[src/rtl/csr_periph_pkg.sv]
// Purpose:      shared CSR addresses, modify-operation encodings and the read-modify helper.
// Latency:      n/a (declarations only).
// Backpressure: n/a.
// Contents: counter/ID CSR address constants, MOD_* encodings of the 3-bit modify
// field, csr_is_write() and csr_apply().
package csr_periph_pkg;

  // Counter CSRs, machine-mode read/write views
  localparam logic [11:0] MCYCLE    = 12'hB00;
  localparam logic [11:0] MINSTRET  = 12'hB02;
  localparam logic [11:0] MCYCLEH   = 12'hB80;
  localparam logic [11:0] MINSTRETH = 12'hB82;

  // Read-only aliases; time shares the cycle counter
  localparam logic [11:0] CYCLE     = 12'hC00;
  localparam logic [11:0] TIME      = 12'hC01;
  localparam logic [11:0] INSTRET   = 12'hC02;
  localparam logic [11:0] CYCLEH    = 12'hC80;
  localparam logic [11:0] TIMEH     = 12'hC81;
  localparam logic [11:0] INSTRETH  = 12'hC82;

  // Identification registers, all hard-wired to zero
  localparam logic [11:0] MVENDORID = 12'hF11;
  localparam logic [11:0] MARCHID   = 12'hF12;
  localparam logic [11:0] MIMPID    = 12'hF13;
  localparam logic [11:0] MHARTID   = 12'hF14;

  // Encodings of the modify field; 4..7 behave as MOD_NONE
  localparam logic [2:0] MOD_NONE  = 3'd0;
  localparam logic [2:0] MOD_WRITE = 3'd1;
  localparam logic [2:0] MOD_SET   = 3'd2;
  localparam logic [2:0] MOD_CLEAR = 3'd3;

  // True for the encodings that change a register
  function automatic logic csr_is_write(input logic [2:0] op);
    return (op == MOD_WRITE) || (op == MOD_SET) || (op == MOD_CLEAR);
  endfunction

  // New register value for a given modify operation
  function automatic logic [31:0] csr_apply(input logic [2:0]  op,
                                            input logic [31:0] old,
                                            input logic [31:0] wdata);
    logic [31:0] res;
    case (op)
      MOD_WRITE: res = wdata;
      MOD_SET:   res = old | wdata;
      MOD_CLEAR: res = old & ~wdata;
      default:   res = old;
    endcase
    return res;
  endfunction

endpackage

[src/rtl/csr_pin_reg.sv]
// Purpose:      read/write output-pin CSR with its own address decode.
// Latency:      read data 1 cycle after the request; pins update the cycle after a modify.
// Backpressure: none, accepts a read and a modify every cycle.
// Ports: clk_i/rstn_i clock and async active-low reset; read_i/addr_i read request;
//        modify_i/wdata_i/q_addr_i modify of the previous cycle's address;
//        rdata_o/valid_o registered read response (zero when not hit); pins_o register.
module csr_pin_reg
  import csr_periph_pkg::*;
#(
  parameter logic [11:0]      BASE_ADDR   = 12'hBC1,
  parameter int               COUNT       = 1,
  parameter logic [COUNT-1:0] RESET_VALUE = '0
) (
  input  logic             clk_i,
  input  logic             rstn_i,
  input  logic             read_i,
  input  logic [11:0]      addr_i,
  input  logic [2:0]       modify_i,
  input  logic [COUNT-1:0] wdata_i,
  input  logic [11:0]      q_addr_i,
  output logic [31:0]      rdata_o,
  output logic             valid_o,
  output logic [COUNT-1:0] pins_o
);

  logic [COUNT-1:0] pins_q, pins_d;
  logic             valid_q, valid_d;
  logic [31:0]      rdata_q, rdata_d;
  logic [31:0]      rd_val;

  always_comb begin
    pins_d = pins_q;
    if (q_addr_i == BASE_ADDR) begin
      case (modify_i)
        MOD_WRITE: pins_d = wdata_i;
        MOD_SET:   pins_d = pins_q | wdata_i;
        MOD_CLEAR: pins_d = pins_q & ~wdata_i;
        default:   pins_d = pins_q;
      endcase
    end
  end

  // Zero-extend without a replication that would be empty at COUNT == 32
  always_comb begin
    rd_val             = '0;
    rd_val[COUNT-1:0]  = pins_q;
  end

  // Read samples the pre-modify value, so a same-cycle modify is not visible
  always_comb begin
    valid_d = read_i && (addr_i == BASE_ADDR);
    rdata_d = valid_d ? rd_val : '0;
  end

  always_ff @(posedge clk_i or negedge rstn_i) begin
    if (!rstn_i) begin
      pins_q  <= RESET_VALUE;
      valid_q <= 1'b0;
      rdata_q <= '0;
    end else begin
      pins_q  <= pins_d;
      valid_q <= valid_d;
      rdata_q <= rdata_d;
    end
  end

  assign pins_o  = pins_q;
  assign valid_o = valid_q;
  assign rdata_o = rdata_q;

endmodule

[src/rtl/csr_sys_periph.sv]
// Purpose:      machine-level CSR slave: cycle/time/instret counters, ID/kHz registers, pin register.
// Latency:      read data/valid 1 cycle after the request; modify lands at the end of its cycle.
// Backpressure: none, always ready; rdata/valid are zero when not addressed so they can be ORed.
// Ports: clk/rstn clock and async active-low reset; retired instruction-retire pulse;
//        read/addr read request; modify/wdata operation on the previous cycle's addr;
//        rdata/valid registered response; pins pin-register contents.
// Build option CSR_COUNTER_HIGH_EN: 64-bit counters with the high halves mapped;
// without it the counters are 32 bits and the high-half addresses are unmapped.
module csr_sys_periph
  import csr_periph_pkg::*;
#(
  parameter logic [11:0]           ID_BASE_ADDR     = 12'hFC0,
  parameter int unsigned           KHZ              = 1000,
  parameter logic [11:0]           PINS_BASE_ADDR   = 12'hBC1,
  parameter int                    PINS_COUNT       = 1,
  parameter logic [PINS_COUNT-1:0] PINS_RESET_VALUE = '0
) (
  input  logic                  clk,
  input  logic                  rstn,
  input  logic                  retired,
  input  logic                  read,
  input  logic [2:0]            modify,
  input  logic [31:0]           wdata,
  input  logic [11:0]           addr,
  output logic [31:0]           rdata,
  output logic                  valid,
  output logic [PINS_COUNT-1:0] pins
);

  // Address of the previous cycle; the target of this cycle's modify
  logic [11:0] addr_q;

  logic [31:0] cyc_lo_q, cyc_lo_d;
  logic [31:0] ins_lo_q, ins_lo_d;
`ifdef CSR_COUNTER_HIGH_EN
  logic [31:0] cyc_hi_q, cyc_hi_d;
  logic [31:0] ins_hi_q, ins_hi_d;
`endif

  logic        wr_en;
  logic        rd_hit;
  logic [31:0] rd_val;
  logic        ctr_valid_q, ctr_valid_d;
  logic [31:0] ctr_rdata_q, ctr_rdata_d;
  logic        pin_valid;
  logic [31:0] pin_rdata;

  assign wr_en = csr_is_write(modify);

  // Counter next state: a modify of either half replaces that cycle's increment,
  // and the other half is held so no carry leaks across the write.
  always_comb begin
    cyc_lo_d = cyc_lo_q + 32'd1;
    ins_lo_d = ins_lo_q + {31'd0, retired};
`ifdef CSR_COUNTER_HIGH_EN
    cyc_hi_d = cyc_hi_q + {31'd0, &cyc_lo_q};
    ins_hi_d = ins_hi_q + {31'd0, retired & (&ins_lo_q)};
`endif
    if (wr_en) begin
      case (addr_q)
        MCYCLE: begin
          cyc_lo_d = csr_apply(modify, cyc_lo_q, wdata);
`ifdef CSR_COUNTER_HIGH_EN
          cyc_hi_d = cyc_hi_q;
`endif
        end
        MINSTRET: begin
          ins_lo_d = csr_apply(modify, ins_lo_q, wdata);
`ifdef CSR_COUNTER_HIGH_EN
          ins_hi_d = ins_hi_q;
`endif
        end
`ifdef CSR_COUNTER_HIGH_EN
        MCYCLEH: begin
          cyc_hi_d = csr_apply(modify, cyc_hi_q, wdata);
          cyc_lo_d = cyc_lo_q;
        end
        MINSTRETH: begin
          ins_hi_d = csr_apply(modify, ins_hi_q, wdata);
          ins_lo_d = ins_lo_q;
        end
`endif
        default: ;
      endcase
    end
  end

  // Read decode for counters and IDs; the pin register decodes itself
  always_comb begin
    rd_hit = 1'b1;
    rd_val = '0;
    case (addr)
      MCYCLE, CYCLE, TIME:                   rd_val = cyc_lo_q;
      MINSTRET, INSTRET:                     rd_val = ins_lo_q;
`ifdef CSR_COUNTER_HIGH_EN
      MCYCLEH, CYCLEH, TIMEH:                rd_val = cyc_hi_q;
      MINSTRETH, INSTRETH:                   rd_val = ins_hi_q;
`endif
      MVENDORID, MARCHID, MIMPID, MHARTID:   rd_val = '0;
      default:                               rd_hit = 1'b0;
    endcase
    if (addr == ID_BASE_ADDR) begin
      rd_hit = 1'b1;
      rd_val = KHZ;
    end
  end

  always_comb begin
    ctr_valid_d = read && rd_hit;
    ctr_rdata_d = ctr_valid_d ? rd_val : '0;
  end

  always_ff @(posedge clk or negedge rstn) begin
    if (!rstn) begin
      addr_q      <= '0;
      cyc_lo_q    <= '0;
      ins_lo_q    <= '0;
`ifdef CSR_COUNTER_HIGH_EN
      cyc_hi_q    <= '0;
      ins_hi_q    <= '0;
`endif
      ctr_valid_q <= 1'b0;
      ctr_rdata_q <= '0;
    end else begin
      addr_q      <= addr;
      cyc_lo_q    <= cyc_lo_d;
      ins_lo_q    <= ins_lo_d;
`ifdef CSR_COUNTER_HIGH_EN
      cyc_hi_q    <= cyc_hi_d;
      ins_hi_q    <= ins_hi_d;
`endif
      ctr_valid_q <= ctr_valid_d;
      ctr_rdata_q <= ctr_rdata_d;
    end
  end

  csr_pin_reg #(
    .BASE_ADDR   (PINS_BASE_ADDR),
    .COUNT       (PINS_COUNT),
    .RESET_VALUE (PINS_RESET_VALUE)
  ) u_pin_reg (
    .clk_i    (clk),
    .rstn_i   (rstn),
    .read_i   (read),
    .addr_i   (addr),
    .modify_i (modify),
    .wdata_i  (wdata[PINS_COUNT-1:0]),
    .q_addr_i (addr_q),
    .rdata_o  (pin_rdata),
    .valid_o  (pin_valid),
    .pins_o   (pins)
  );

  // Both response sources are zero when idle, so OR-combining is safe
  assign rdata = ctr_rdata_q | pin_rdata;
  assign valid = ctr_valid_q | pin_valid;

endmodule

[config.mk]
export PLATFORM = sky130hd
export DESIGN_NAME = csr_sys_periph
export DESIGN_NICKNAME = d
export VERILOG_FILES = /design/src/rtl/csr_periph_pkg.sv /design/src/rtl/csr_pin_reg.sv /design/src/rtl/csr_sys_periph.sv
export SDC_FILE = /design/constraint.sdc
export NUM_CORES = 1
export LEC_CHECK = 0
export ABC_AREA = 0
export BUFFER_PORTS_ARGS = -buffer_cell sky130_fd_sc_hd__buf_2
export CAP_MARGIN = 20
export CORE_AREA = 4 4 126 128
export CTS_CLUSTER_DIAMETER = 30
export DETAILED_ROUTE_END_ITERATION = 16
export DIE_AREA = 0 0 130 132
export PLACE_DENSITY = 0.64
export SYNTH_ARGS = -nofsm -noshare
export SYNTH_HDL_FRONTEND = slang
export SYNTH_SLANG_ARGS = --single-unit
[constraint.sdc]
create_clock -name clk -period 2.23 [get_ports clk]
set_input_delay 0 -clock clk [delete_from_list [all_inputs] [get_ports clk]]
set_output_delay 0 -clock clk [all_outputs]
set_load 0.03 [all_outputs]
==> metrics.txt, run 1 <==
post-CTS setup buffers=0; Post-Syn Area=0.00659 mm^2; post-detailed-route DRC marker count=0; period utilization=89.8%; root buffer cell=sky130_fd_sc_hd__clkbuf_16; Worst Reg2Reg Path Length in Cells=7; commonest register cell after synthesis=sky130_fd_sc_hd__dfrtp_1; number of antenna violations at the first check in global routing=1; average size of a mapped cell=8.92 um^2; syn nets=792; Crit Path Max Fanout=5; design internal power=3.49 mW; proportion of power drawn by the clock network=37.4%; clock tree from TritonCTS=yes; unrepaired setup endpoints after global routing=no; tightest slew margin relative to the limit=38.6%; deepest clock path buffer count=2; via count of the routed design=6183; setup tns final=0 ns; Crit Path Class=flop to flop; share of synthesized area occupied by flip-flops and latches=42.6%; power share of the sequential group=49.7%; result of the run=finished clean; static leakage power=3.38 nW; count of endpoints failing hold in the final timing report=0; number of distinct library cell variants in the gate-level netlist after synthesis=66; synth-to-layout area growth=19.2%; Inserted Clock Buffers=9; # H-tree levels=3; port buffer count=84; count of maximum capacitance violations=0; largest net degree at the start of global routing=51; last weighted congestion value of the routability-driven placer=0.909; hold-fix buffer count after cts=39; drt via density=6.05; iteration count of the initial detailed-routing pass=5; total congestion overflow=0; minimum clock period after layout=2.00 ns; switching power of the nets=1.31 mW; f_max=0.499 GHz; total wire length=20200 um; startpoint types=flop; worst hold path type=input port to flop; Die Y-Extent=132 um; num ports=85; WHS Path Cells=4; clock network latency to the later pin of the worst-skew pair=0.36 ns; area of combinational cells with multiple inputs=0.00334 mm^2; Core ar.=0.0149 mm^2; overall power=4.80 mW; part of the total power dissipated in combinational logic=12.9%; number of fill cells=1399; worst vdd ir=0.000365 V; Die X=130 um; total of flip-flops plus latches after synthesis=112; post-DP HPWL=13600 um; area taken by flip-flops and latches=0.00280 mm^2; first-pass GRT wire length=32400 um; Sinks on Clock Net=112; proportion of synthesized flip-flops having asynchronous set or reset=100%; number of slew-limit violations in the final report=0; number of nets with antenna violations after routing=0; Die ar.=0.0172 mm^2; Final Skew=0.00965 ns; clock input transition at the sequential cells of the worst setup and hold paths=0.07 ns; floorplan row count=45; share of layout cells above drive strength 1=18.2%; number of diodes=0; slew of the pin with the lowest slew margin=0.921 ns; wire length per cell=19.8 um; total power density per cell area=611 mW/mm^2; switching share of power=27.3%; Iteration-0 DRC Markers=541; Tot GR Track Use=23.9%; data arrival time of the critical path=2.30 ns; endpoint required time on the critical path=2.52 ns; Warnings, synthesis=0; initial core utilization=44.3%; post-CTS resize count=0; # setup viols final=0; net count of the finished layout=884; number of enable-type register cells in the synthesized netlist=0; vias in the first global route=6240; endpoint type of the worst setup path=flop; cells after synthesis=738
==> final cells by class <==
class / instances / area share [%]
well taps: 188 / 3.00
clock inverters: 3 / 0.829
clock buffers: 12 / 3.27
repair buffers: 155 / 14.2
multi-input cells: 544 / 42.6
flip-flops and latches: 112 / 35.7
inverters: 8 / 0.383
==> power groups by stage <==
stage / registers (mW) / clock network (mW) / logic [mW]
after floorplan: 2.36 / 0 / 0.346
after global placement: 2.41 / 0 / 0.540
after detailed placement: 2.42 / 0 / 0.559
after CTS: 2.38 / 1.82 / 0.617
after global routing: 2.41 / 1.91 / 0.691
final: 2.39 / 1.79 / 0.617
==> path summary, 6_finish.rpt <==
kind / to / slack [ns] / from
max: ins_lo_q[16] / 0.23 / ins_lo_q[0]
min: cyc_lo_q[3] / 0.009 / wdata[3]
max reg2reg: ins_lo_q[16] / 0.23 / ins_lo_q[0]
min reg2reg: cyc_lo_q[31] / 0.52 / cyc_lo_q[31]
max in group asynchronous: ins_lo_q[25] / 1.30 / rstn
min in group asynchronous: ctr_rdata_q[2] / 0.16 / rstn
==> logic make-up after synthesis <==
group / share of synthesized area, %
fa+ha+maj: 0.570
flops: 42.6
buf+inv: 6.76
compound gates: 21.4
simple gates: 25.6
xor+xnor: 2.53
mux: 0.608
==> stage by stage <==
step,instances,hold WS [ns],utilization [%],area [um^2],setup WS (ns)
after floorplan,738,-0.296,-,6590,0.461
after global placement,968,0.00616,48.0,7140,0.306
after detailed placement,968,0.0184,48.0,7140,0.253
after CTS,1022,0.00158,52.8,7850,0.232
after global routing,1022,0.0343,52.8,7850,0.0158
final,1022,0.00948,52.8,7850,0.227
==> layout by cell type, fill, tap and decap left out, types with 8 or more instances in the layout <==
cell                            instances
sky130_fd_sc_hd__a211oi_1              14
sky130_fd_sc_hd__a21o_1                11
sky130_fd_sc_hd__a21oi_1               73
sky130_fd_sc_hd__a22oi_1               35
sky130_fd_sc_hd__a31oi_1                9
sky130_fd_sc_hd__and3_1                14
sky130_fd_sc_hd__buf_2                 83
sky130_fd_sc_hd__buf_4                 28
sky130_fd_sc_hd__clkbuf_16              9
sky130_fd_sc_hd__dfrtp_1              112
sky130_fd_sc_hd__dlygate4sd3_1         39
sky130_fd_sc_hd__inv_1                  8
sky130_fd_sc_hd__nand2_1               55
sky130_fd_sc_hd__nand3_1               36
sky130_fd_sc_hd__nand4_1               24
sky130_fd_sc_hd__nor2_1                47
sky130_fd_sc_hd__nor2b_1               29
sky130_fd_sc_hd__nor3_1                29
sky130_fd_sc_hd__o211ai_1              10
sky130_fd_sc_hd__o21ai_0               30
sky130_fd_sc_hd__o21ai_1               12
sky130_fd_sc_hd__xor2_1                12
==> critical path, cell delays in order, from the launching register on <==
cell                      delay, ns
sky130_fd_sc_hd__dfrtp_1       0.37
sky130_fd_sc_hd__ha_1          0.20
sky130_fd_sc_hd__ha_1          0.21
sky130_fd_sc_hd__nand3_1       0.15
sky130_fd_sc_hd__nor2_1        0.16
sky130_fd_sc_hd__nand2_1       0.19
sky130_fd_sc_hd__or4_1         0.54
sky130_fd_sc_hd__nand3_1       0.10
==> layer usage <==
| layer | global-route usage, % | wire length [um] |
|---|---|---|
| met3 | 3.65 | 1380 |
| met2 | 37.3 | 9630 |
| met4 | 11.1 | 580 |
| met1 | 32.4 | 8650 |
| met5 | 0 | 8 |
==> synth_stat cells, types with 3 or more instances <==
cell type                  count  share of area, %
sky130_fd_sc_hd__a211oi_1     14               1.6
sky130_fd_sc_hd__a21o_1       11               1.3
sky130_fd_sc_hd__a21oi_1      73               5.5
sky130_fd_sc_hd__a221oi_1      5              0.66
sky130_fd_sc_hd__a22oi_1      35               4.0
sky130_fd_sc_hd__a31oi_1       9              0.85
sky130_fd_sc_hd__and2_1        6              0.57
sky130_fd_sc_hd__and3_1       14               1.3
sky130_fd_sc_hd__and4_1        7              0.93
sky130_fd_sc_hd__buf_2         8              0.61
sky130_fd_sc_hd__buf_4        34               3.9
sky130_fd_sc_hd__clkbuf_1     32               1.8
sky130_fd_sc_hd__dfrtp_1     112                43
sky130_fd_sc_hd__ha_1          3              0.57
sky130_fd_sc_hd__inv_1         8              0.46
sky130_fd_sc_hd__mux2i_1       4              0.61
sky130_fd_sc_hd__nand2_1      55               3.1
sky130_fd_sc_hd__nand3_1      36               2.7
sky130_fd_sc_hd__nand3b_1      3              0.34
sky130_fd_sc_hd__nand4_1      24               2.3
sky130_fd_sc_hd__nor2_1       49               2.8
sky130_fd_sc_hd__nor2b_1      30               2.9
sky130_fd_sc_hd__nor3_1       29               2.2
sky130_fd_sc_hd__nor3b_1       6              0.68
sky130_fd_sc_hd__nor4b_1       3              0.40
sky130_fd_sc_hd__o211ai_1     10               1.1
sky130_fd_sc_hd__o21ai_0      30               2.3
sky130_fd_sc_hd__o21ai_1      12              0.91
sky130_fd_sc_hd__o22ai_1       3              0.29
sky130_fd_sc_hd__o31a_1        4              0.53
sky130_fd_sc_hd__or4_1         3              0.34
sky130_fd_sc_hd__xnor2_1       7              0.93
sky130_fd_sc_hd__xor2_1       12               1.6
==> flip-flops by register name, summed over array words and instances (netlist names) <==
signal / count
cyc_lo_q: 32
u_pin_reg.valid_o: 1
addr_q: 12
u_pin_reg.rdata_o: 1
ins_lo_q: 32
u_pin_reg.pins_o: 1
ctr_rdata_q: 32
ctr_valid_q: 1
No activity file was read; power rests on OpenSTA's default activity.
==> inputs of run 2 (changes only) <==
- CORE_AREA: 4 4 126 128 -> 4 4 146 148
- DIE_AREA: 0 0 130 132 -> 0 0 150 152
- PLACE_DENSITY: 0.64 -> 0.52
- SYNTH_HIERARCHICAL: unset -> 1
==> run 2 against run 1 <==
The run now ends with negative setup slack left. Via count grew 9.0%. Clock skew is essentially flat. Global-route usage shrank 3.3 points. Cell area grew 14%. Wire length grew 18%. Clock-buffer cell count shrank 2. Clock power grew 3%. Combinational power grew 69%. Total power grew 11%. Die area grew 33%. Non-clock buffer count grew 54. Register-to-register slack lost 0.25 ns. Critical path type unchanged. Critical endpoint is now cyc_lo_q[5]. Largest power group unchanged. Highest routed layer is now met4.
==> metrics.txt, run 2 <==
result of the run=finished with violations (was finished clean); violated checks=negative setup slack; post-detailed-route DRC marker count=0 (unchanged); total of flip-flops plus latches after synthesis=112 (unchanged); Crit Path Class=flop to flop (unchanged); proportion of synthesized flip-flops having asynchronous set or reset=100% (unchanged); startpoint types=flop (unchanged); Final Skew=0.00965 ns (about the same); synth-to-layout area growth=29.0% (was 19.2%); total power density per cell area=593 mW/mm^2 (was 611 mW/mm^2); net count of the finished layout=1017 (was 884); area taken by flip-flops and latches=0.00280 mm^2 (unchanged); clock input transition at the sequential cells of the worst setup and hold paths=0.08 ns (was 0.07 ns); static leakage power=3.93 nW (was 3.38 nW); area of combinational cells with multiple inputs=0.00390 mm^2 (was 0.00334 mm^2); via count of the routed design=6739 (was 6183); number of distinct library cell variants in the gate-level netlist after synthesis=64 (was 66); f_max=0.443 GHz (was 0.499 GHz); top cells by instance count after synthesis=sky130_fd_sc_hd__dfrtp_1 (112), sky130_fd_sc_hd__nor2_1 (79), sky130_fd_sc_hd__a21oi_1 (46) (was sky130_fd_sc_hd__dfrtp_1 (112), sky130_fd_sc_hd__a21oi_1 (73), sky130_fd_sc_hd__nand2_1 (55)); total congestion overflow=0 (unchanged); first-pass GRT wire length=37000 um (was 32400 um); port buffer count=84 (unchanged); most frequent cells in the layout=sky130_fd_sc_hd__dfrtp_1 (112), sky130_fd_sc_hd__buf_2 (83), sky130_fd_sc_hd__buf_4 (80) (was sky130_fd_sc_hd__dfrtp_1 (112), sky130_fd_sc_hd__buf_2 (83), sky130_fd_sc_hd__a21oi_1 (73)); number of enable-type register cells in the synthesized netlist=0 (unchanged); commonest register cell after synthesis=sky130_fd_sc_hd__dfrtp_1 (unchanged); number of fill cells=2018 (was 1399); post-DP HPWL=17700 um (was 13600 um); average size of a mapped cell=8.78 um^2 (was 8.92 um^2); deepest clock path buffer count=2 (unchanged); portion of synthesized cell area occupied by the leading cell type=40.3% (was 42.6%); # H-tree levels=3 (unchanged); Inserted Clock Buffers=9 (unchanged); data arrival time of the critical path=2.53 ns (was 2.30 ns); last weighted congestion value of the routability-driven placer=0.862 (was 0.909); Area contributors post-synth=sky130_fd_sc_hd__dfrtp_1 (40%), sky130_fd_sc_hd__a22oi_1 (4.6%), sky130_fd_sc_hd__nor2_1 (4.3%) (was sky130_fd_sc_hd__dfrtp_1 (43%), sky130_fd_sc_hd__a21oi_1 (5.5%), sky130_fd_sc_hd__a22oi_1 (4.0%)); iteration count of the initial detailed-routing pass=6 (was 5); endpoint type of the worst setup path=flop (unchanged); Warnings, synthesis=6 (was 0); wire length per cell=19.2 um (was 19.8 um); clock network latency to the later pin of the worst-skew pair=0.37 ns (was 0.36 ns); initial core utilization=34.7% (was 44.3%); Sinks on Clock Net=112 (unchanged); overall power=5.31 mW (was 4.80 mW); total wire length=23800 um (was 20200 um); count of maximum capacitance violations=0 (unchanged); number of nets with antenna violations after routing=0 (unchanged); worst vdd ir=0.000368 V (was 0.000365 V); share of synthesized area occupied by flip-flops and latches=40.3% (was 42.6%); worst hold path type=input port to flop (unchanged); share of layout cells above drive strength 1=26.1% (was 18.2%); floorplan row count=52 (was 45); endpoint required time on the critical path=2.50 ns (was 2.52 ns); count of endpoints failing hold in the final timing report=0 (unchanged); root buffer cell=sky130_fd_sc_hd__clkbuf_16 (unchanged); Tot GR Track Use=20.6% (was 23.9%); worst-case setup margin in the final layout=-0.0281 ns (was 0.227 ns); # setup viols final=3 (was 0); tightest slew margin relative to the limit=51.6% (was 38.6%); slew of the pin with the lowest slew margin=0.724 ns (was 0.921 ns); number of slew-limit violations in the final report=0 (unchanged); leading cell type in the layout, fill and taps excluded=sky130_fd_sc_hd__dfrtp_1 (unchanged); largest registers=ctr_rdata_q: 32 flops, cyc_lo_q: 32 flops, ins_lo_q: 32 flops (unchanged); Crit Path Max Fanout=4 (was 5); dominant cell type by area after synthesis=sky130_fd_sc_hd__dfrtp_1 (unchanged); Iteration-0 DRC Markers=612 (was 541); Post-Syn Area=0.00695 mm^2 (was 0.00659 mm^2); vias in the first global route=6259 (was 6240); drt via density=5.44 (was 6.05); unrepaired setup endpoints after global routing=yes (was no); minimum clock period after layout=2.26 ns (was 2.00 ns); most instantiated library cell after synthesis=sky130_fd_sc_hd__dfrtp_1 (unchanged); period utilization=101% (was 89.8%); cells after synthesis=791 (was 738); largest net degree at the start of global routing=42 (was 51); Core ar.=0.0200 mm^2 (was 0.0149 mm^2); Die ar.=0.0228 mm^2 (was 0.0172 mm^2); number of diodes=0 (unchanged); clock tree from TritonCTS=yes (unchanged); Die Y-Extent=152 um (was 132 um); Die X=150 um (was 130 um); num ports=85 (unchanged); number of antenna violations at the first check in global routing=0 (was 1); setup tns final=-0.0572 ns (was 0 ns)
-- run 2: cell count changes after synthesis, sizes merged, moves of 6 or more --
cell / delta
clkbuf: +10
nor2b: -22
or2: +32
nor3: -7
inv: +6
a21oi: -27
nor2: +29
nand4: -9
a22oi: +8
o21ai: -12
xnor2: +11
buf: -6
nand2: -14
-- run 2: timing repair --
action,in CTS,in global routing
gates cloned,0,1
hold endpoints to repair,80,0
buffers inserted,0,8
gates resized for setup,6,17
endpoints found under the setup margin,21,35
hold buffers,37,0
pin swaps,3,3
-- run 2: per-layer routing --
layer | track usage [%] | vias up | wire [um]
met5 | 0 | - | 0
met4 | 5.75 | 0 | 352
met3 | 2.71 | 26 | 1690
met2 | 29.8 | 276 | 10600
met1 | 31.9 | 3194 | 11200
li1 | - | 3243 | -
-- run 2: logic make-up after synthesis --
| group | after synthesis | synth area share, % |
|---|---|---|
| buffers and inverters | 92 | 6.74 |
| muxes | 9 | 1.30 |
| adders and majority gates | 3 | 0.540 |
| DFF | 112 | 40.3 |
| other | 1 | 0.0540 |
| xor gates and xnor gates | 27 | 3.40 |
| AOI/OAI and AO/OA | 224 | 22.2 |
| and+or+nand+nor | 323 | 25.4 |
-- run 2: area by class of cell --
type,instances,area share [%]
clock buffers,10,2.67
inverters,14,0.586
multi-input cells,617,43.5
flip-flops and latches,112,31.3
well taps,270,3.77
clock inverters,6,1.09
repair buffers,209,17.1
-- run 2: final timing paths --
path,cells after the start,slack (ns),to,start
setup / recovery,5,-0.03,cyc_lo_q[5],addr_q[2]
setup reg to reg,5,-0.03,cyc_lo_q[5],addr_q[2]
min in group asynchronous,2,0.15,ctr_rdata_q[30],rstn
max in group asynchronous,3,1.45,ins_lo_q[5],rstn
hold reg to reg,1,0.55,cyc_lo_q[21],cyc_lo_q[21]
hold / removal,4,0.01,u_pin_reg/pins_o,modify[0]
-- run 2: through the flow --
| stage | hold WS, ns | area [um^2] | worst slack (ns) | utilization (%) | instances |
|---|---|---|---|---|---|
| final | 0.0136 | 8960 | -0.0281 | 44.7 | 1238 |
| after global routing | 0.0270 | 8960 | -0.0891 | 44.7 | 1238 |
| after CTS | 0.00394 | 8810 | -0.0288 | 44.0 | 1229 |
| after detailed placement | 0.0159 | 8080 | -0.184 | 40.3 | 1176 |
| after global placement | 0.0256 | 8080 | -0.140 | 40.3 | 1176 |
| after floorplan | -0.296 | 7070 | -0.0829 | - | 821 |
-- run 2: power by group --
part	switching (mW)	internal (mW)	leakage [nW]	total, mW
Combinational	0.584	0.456	2.33	1.04
Sequential	0.223	2.19	1.43	2.42
Clock	0.818	1.04	0.166	1.85
-- run 2: worst max-delay path, cell delays in order, from the launching register on --
cell,delay [ns]
sky130_fd_sc_hd__dfrtp_1,0.38
sky130_fd_sc_hd__or4_4,0.52
sky130_fd_sc_hd__or4_4,0.53
sky130_fd_sc_hd__or3_4,0.38
sky130_fd_sc_hd__mux2i_1,0.13
sky130_fd_sc_hd__a211oi_1,0.22
==> inputs of run 3 (changes only) <==
--- a/config.mk
+++ b/config.mk
@@ -9,9 +9,10 @@
 export BUFFER_PORTS_ARGS = -buffer_cell sky130_fd_sc_hd__buf_2
 export CAP_MARGIN = 20
-export CORE_AREA = 4 4 146 148
+export CORE_AREA = 4 4 123 125
 export CTS_CLUSTER_DIAMETER = 30
 export DETAILED_ROUTE_END_ITERATION = 16
-export DIE_AREA = 0 0 150 152
-export PLACE_DENSITY = 0.52
+export DIE_AREA = 0 0 127 129
+export GPL_TIMING_DRIVEN = 0
+export PLACE_DENSITY = 0.7
 export SYNTH_ARGS = -nofsm -noshare
 export SYNTH_HDL_FRONTEND = slang
==> constraint.sdc (replaced) <==
create_clock -name clk -period 2.23 [get_ports clk]
set_input_delay 0 -clock clk [delete_from_list [all_inputs] [get_ports clk]]
set_output_delay 0 -clock clk [all_outputs]
set_load 0.1 [all_outputs]
==> run 3 against run 2 <==
The run ends with negative hold slack, negative setup slack left. Cell area rose by 0.71%. Core utilization rose by 20 points. Highest routed layer unchanged. Worst hold slack got worse by 0.018 ns. Global-route usage rose by 7.5 points. Via count rose by 6.8%. Register-to-register slack got worse by 0.14 ns. Clock skew rose by 0.0022 ns.
==> metrics.txt, run 3 (synthesis results as in run 2) <==
library cell contributing the largest single delay on the critical path=sky130_fd_sc_hd__or4_4 (unchanged); part of the total power dissipated in combinational logic=22.0% (was 19.6%); design internal power=3.79 mW (was 3.69 mW); clock tree from TritonCTS=yes (unchanged); Core ar.=0.0139 mm^2 (was 0.0200 mm^2); tightest slew margin relative to the limit=37.6% (was 51.6%); iteration count of the initial detailed-routing pass=7 (was 6); Die ar.=0.0164 mm^2 (was 0.0228 mm^2); placed standard-cell area=0.00776 mm^2 (was 0.00808 mm^2); vias in the first global route=6651 (was 6259); deepest clock path buffer count=2 (unchanged); worst hold path type=input port to flop (unchanged); power share of the sequential group=43.6% (was 45.5%); drt via density=6.18 (was 5.44); proportion of power drawn by the clock network=34.4% (was 34.9%); post-detailed-route DRC marker count=0 (unchanged); via count of the routed design=7195 (was 6739); # H-tree levels=3 (unchanged); number of diodes=0 (unchanged); number of nets with antenna violations after routing=0 (unchanged); Sinks on Clock Net=112 (unchanged); unrepaired setup endpoints after global routing=yes (unchanged); Inserted Clock Buffers=9 (unchanged); first-pass GRT wire length=36000 um (was 37000 um); worst reg2reg setup slack=-0.17 ns (was -0.03 ns); clock network latency to the later pin of the worst-skew pair=0.36 ns (was 0.37 ns); port buffer count=84 (unchanged); worst path cell trace=or4_4, or4_4, or3_4, mux2i_1, a211oi_1 (unchanged); count of endpoints failing hold in the final timing report=1 (was 0); switching share of power=32.7% (was 30.6%); Worst Reg2Reg Path Length in Cells=5 (unchanged); Iteration-0 DRC Markers=851 (was 612); startpoint types=flop (unchanged); initial core utilization=50.1% (was 34.7%); most frequent cells in the layout=sky130_fd_sc_hd__dfrtp_1 (111), sky130_fd_sc_hd__buf_2 (86), sky130_fd_sc_hd__nor2_1 (73) (was sky130_fd_sc_hd__dfrtp_1 (112), sky130_fd_sc_hd__buf_2 (83), sky130_fd_sc_hd__buf_4 (80)); number of slew-limit violations in the final report=0 (unchanged); minimum clock period after layout=2.40 ns (was 2.26 ns); most used cell along the critical path=sky130_fd_sc_hd__or4_4 (unchanged); switching power of the nets=1.84 mW (was 1.62 mW); worst-case setup margin in the final layout=-0.166 ns (was -0.0281 ns); critical path launch point=addr_q[5] (was addr_q[2]); Final Skew=0.0119 ns (was 0.00965 ns); num ports=85 (unchanged); result of the run=finished with violations (unchanged); worst reg2reg endpoint=cyc_lo_q[5] (unchanged); wire length per cell=20.3 um (was 19.2 um); total power density per cell area=624 mW/mm^2 (was 593 mW/mm^2); violated checks=negative hold slack, negative setup slack (was negative setup slack); last weighted congestion value of the routability-driven placer=0.979 (was 0.862); clock input transition at the sequential cells of the worst setup and hold paths=0.08 ns (about the same); count of maximum capacitance violations=0 (unchanged); period utilization=107% (was 101%); Reg-to-Reg Start=addr_q[5] (was addr_q[2]); share of layout cells above drive strength 1=26.8% (was 26.1%); net count of the finished layout=1033 (was 1017); number of antenna violations at the first check in global routing=0 (unchanged); f_max=0.417 GHz (was 0.443 GHz); worst vdd ir=0.000348 V (was 0.000368 V); delay contributed by the slowest stage of the critical path=0.59 ns (was 0.53 ns); Crit Path Class=flop to flop (unchanged); total wire length=23600 um (was 23800 um); # setup viols final=17 (was 3); slew of the pin with the lowest slew margin=0.936 ns (was 0.724 ns); Die Y-Extent=129 um (was 152 um); Crit Path Max Fanout=6 (was 4); total congestion overflow=0 (unchanged); Tot GR Track Use=28.1% (was 20.6%); leading cell type in the layout, fill and taps excluded=sky130_fd_sc_hd__dfrtp_1 (unchanged); setup tns final=-1.26 ns (was -0.0572 ns); hold slack final=-0.00462 ns (was 0.0136 ns); worst setup path endpoint=cyc_lo_q[5] (unchanged); static leakage power=3.96 nW (was 3.93 nW); synth-to-layout area growth=29.9% (was 29.0%); endpoint required time on the critical path=2.50 ns (about the same); Non-Filler Cell Area, Final=0.00903 mm^2 (was 0.00896 mm^2); largest net degree at the start of global routing=72 (was 42); floorplan row count=43 (was 52); root buffer cell=sky130_fd_sc_hd__clkbuf_16 (unchanged); data arrival time of the critical path=2.67 ns (was 2.53 ns); post-DP HPWL=16400 um (was 17700 um); Die X=127 um (was 150 um); largest registers=ctr_rdata_q: 32 flops, cyc_lo_q: 32 flops, ins_lo_q: 32 flops (unchanged); endpoint type of the worst setup path=flop (unchanged)
## run 3: changes by cell type in the layout (fill, tap and decap cells not counted), sizes merged
cell and delta:
inv -3, buf -18, clkinvlp +1, clkbuf +36
bufinv +1, clkdlybuf4s15 -1
## run 3: power by group through the flow
| stage | combinational [mW] | sequential, mW | clock, mW |
|---|---|---|---|
| final | 1.24 | 2.45 | 1.94 |
| after global routing | 1.33 | 2.47 | 2.01 |
| after CTS | 1.19 | 2.40 | 1.94 |
| after detailed placement | 1.11 | 2.44 | 0 |
| after global placement | 1.09 | 2.44 | 0 |
| after floorplan | 0.745 | 2.44 | 0 |
## run 3: critical path: cells and delay by family, from the launching register on
kind	cells	cell delay [ns]
compound gates	1	0.23
mux	1	0.14
simple gates	3	1.51
flops	1	0.43
## run 3: layout make-up
type / instances / area, um^2
clock buffer: 11 / 253
multi-input combinational: 617 / 4100
tap: 180 / 225
clock inverter: 5 / 103
inverter: 14 / 52.6
fill: 1149 / 4850
buffer: 74 / 432
timing repair buffer: 151 / 1060
sequential: 112 / 2800
## run 3: per-layer routing
| layer | up-vias | track usage (%) | wire length, um |
|---|---|---|---|
| li1 | 3277 | - | - |
| met1 | 3401 | 39.7 | 9950 |
| met2 | 452 | 42.8 | 10400 |
| met3 | 65 | 6.81 | 2610 |
| met4 | 0 | 9.09 | 633 |
| met5 | - | 0 | 0 |
## run 3: how the worst min path moves through the flow
stage                        start                to  slack [ns]  cells after the start
after CTS                 wdata[0]  u_pin_reg/pins_o       0.003                      4
after detailed placement      rstn    ctr_rdata_q[8]       -0.05                      1
final                     wdata[0]  u_pin_reg/pins_o      -0.005                      4
after global routing      wdata[0]  u_pin_reg/pins_o        0.02                      4
after floorplan               rstn         addr_q[0]       -0.30                      0
after global placement     addr[4]         addr_q[4]        0.15                      1
## run 3: what timing repair did
item / CTS / global route
endpoints found under the hold margin: 85 / 0
endpoints found under the setup margin: 65 / 80
pin swaps: 8 / 13
hold buffers: 37 / 0
setup buffers: 13 / 14
gates resized for setup: 33 / 64
## run 3: metrics by stage
stage	utilization [%]	total power [mW]	setup slack, ns	cells
2_1_floorplan	-	3.19	-0.0829	821
3_5_place_dp	55.9	3.55	-0.787	1088
5_1_grt	65.0	5.82	-0.239	1164
4_1_cts	62.8	5.53	-0.236	1154
3_3_place_gp	55.6	3.53	-0.750	1085
6_report	65.0	5.63	-0.166	1164
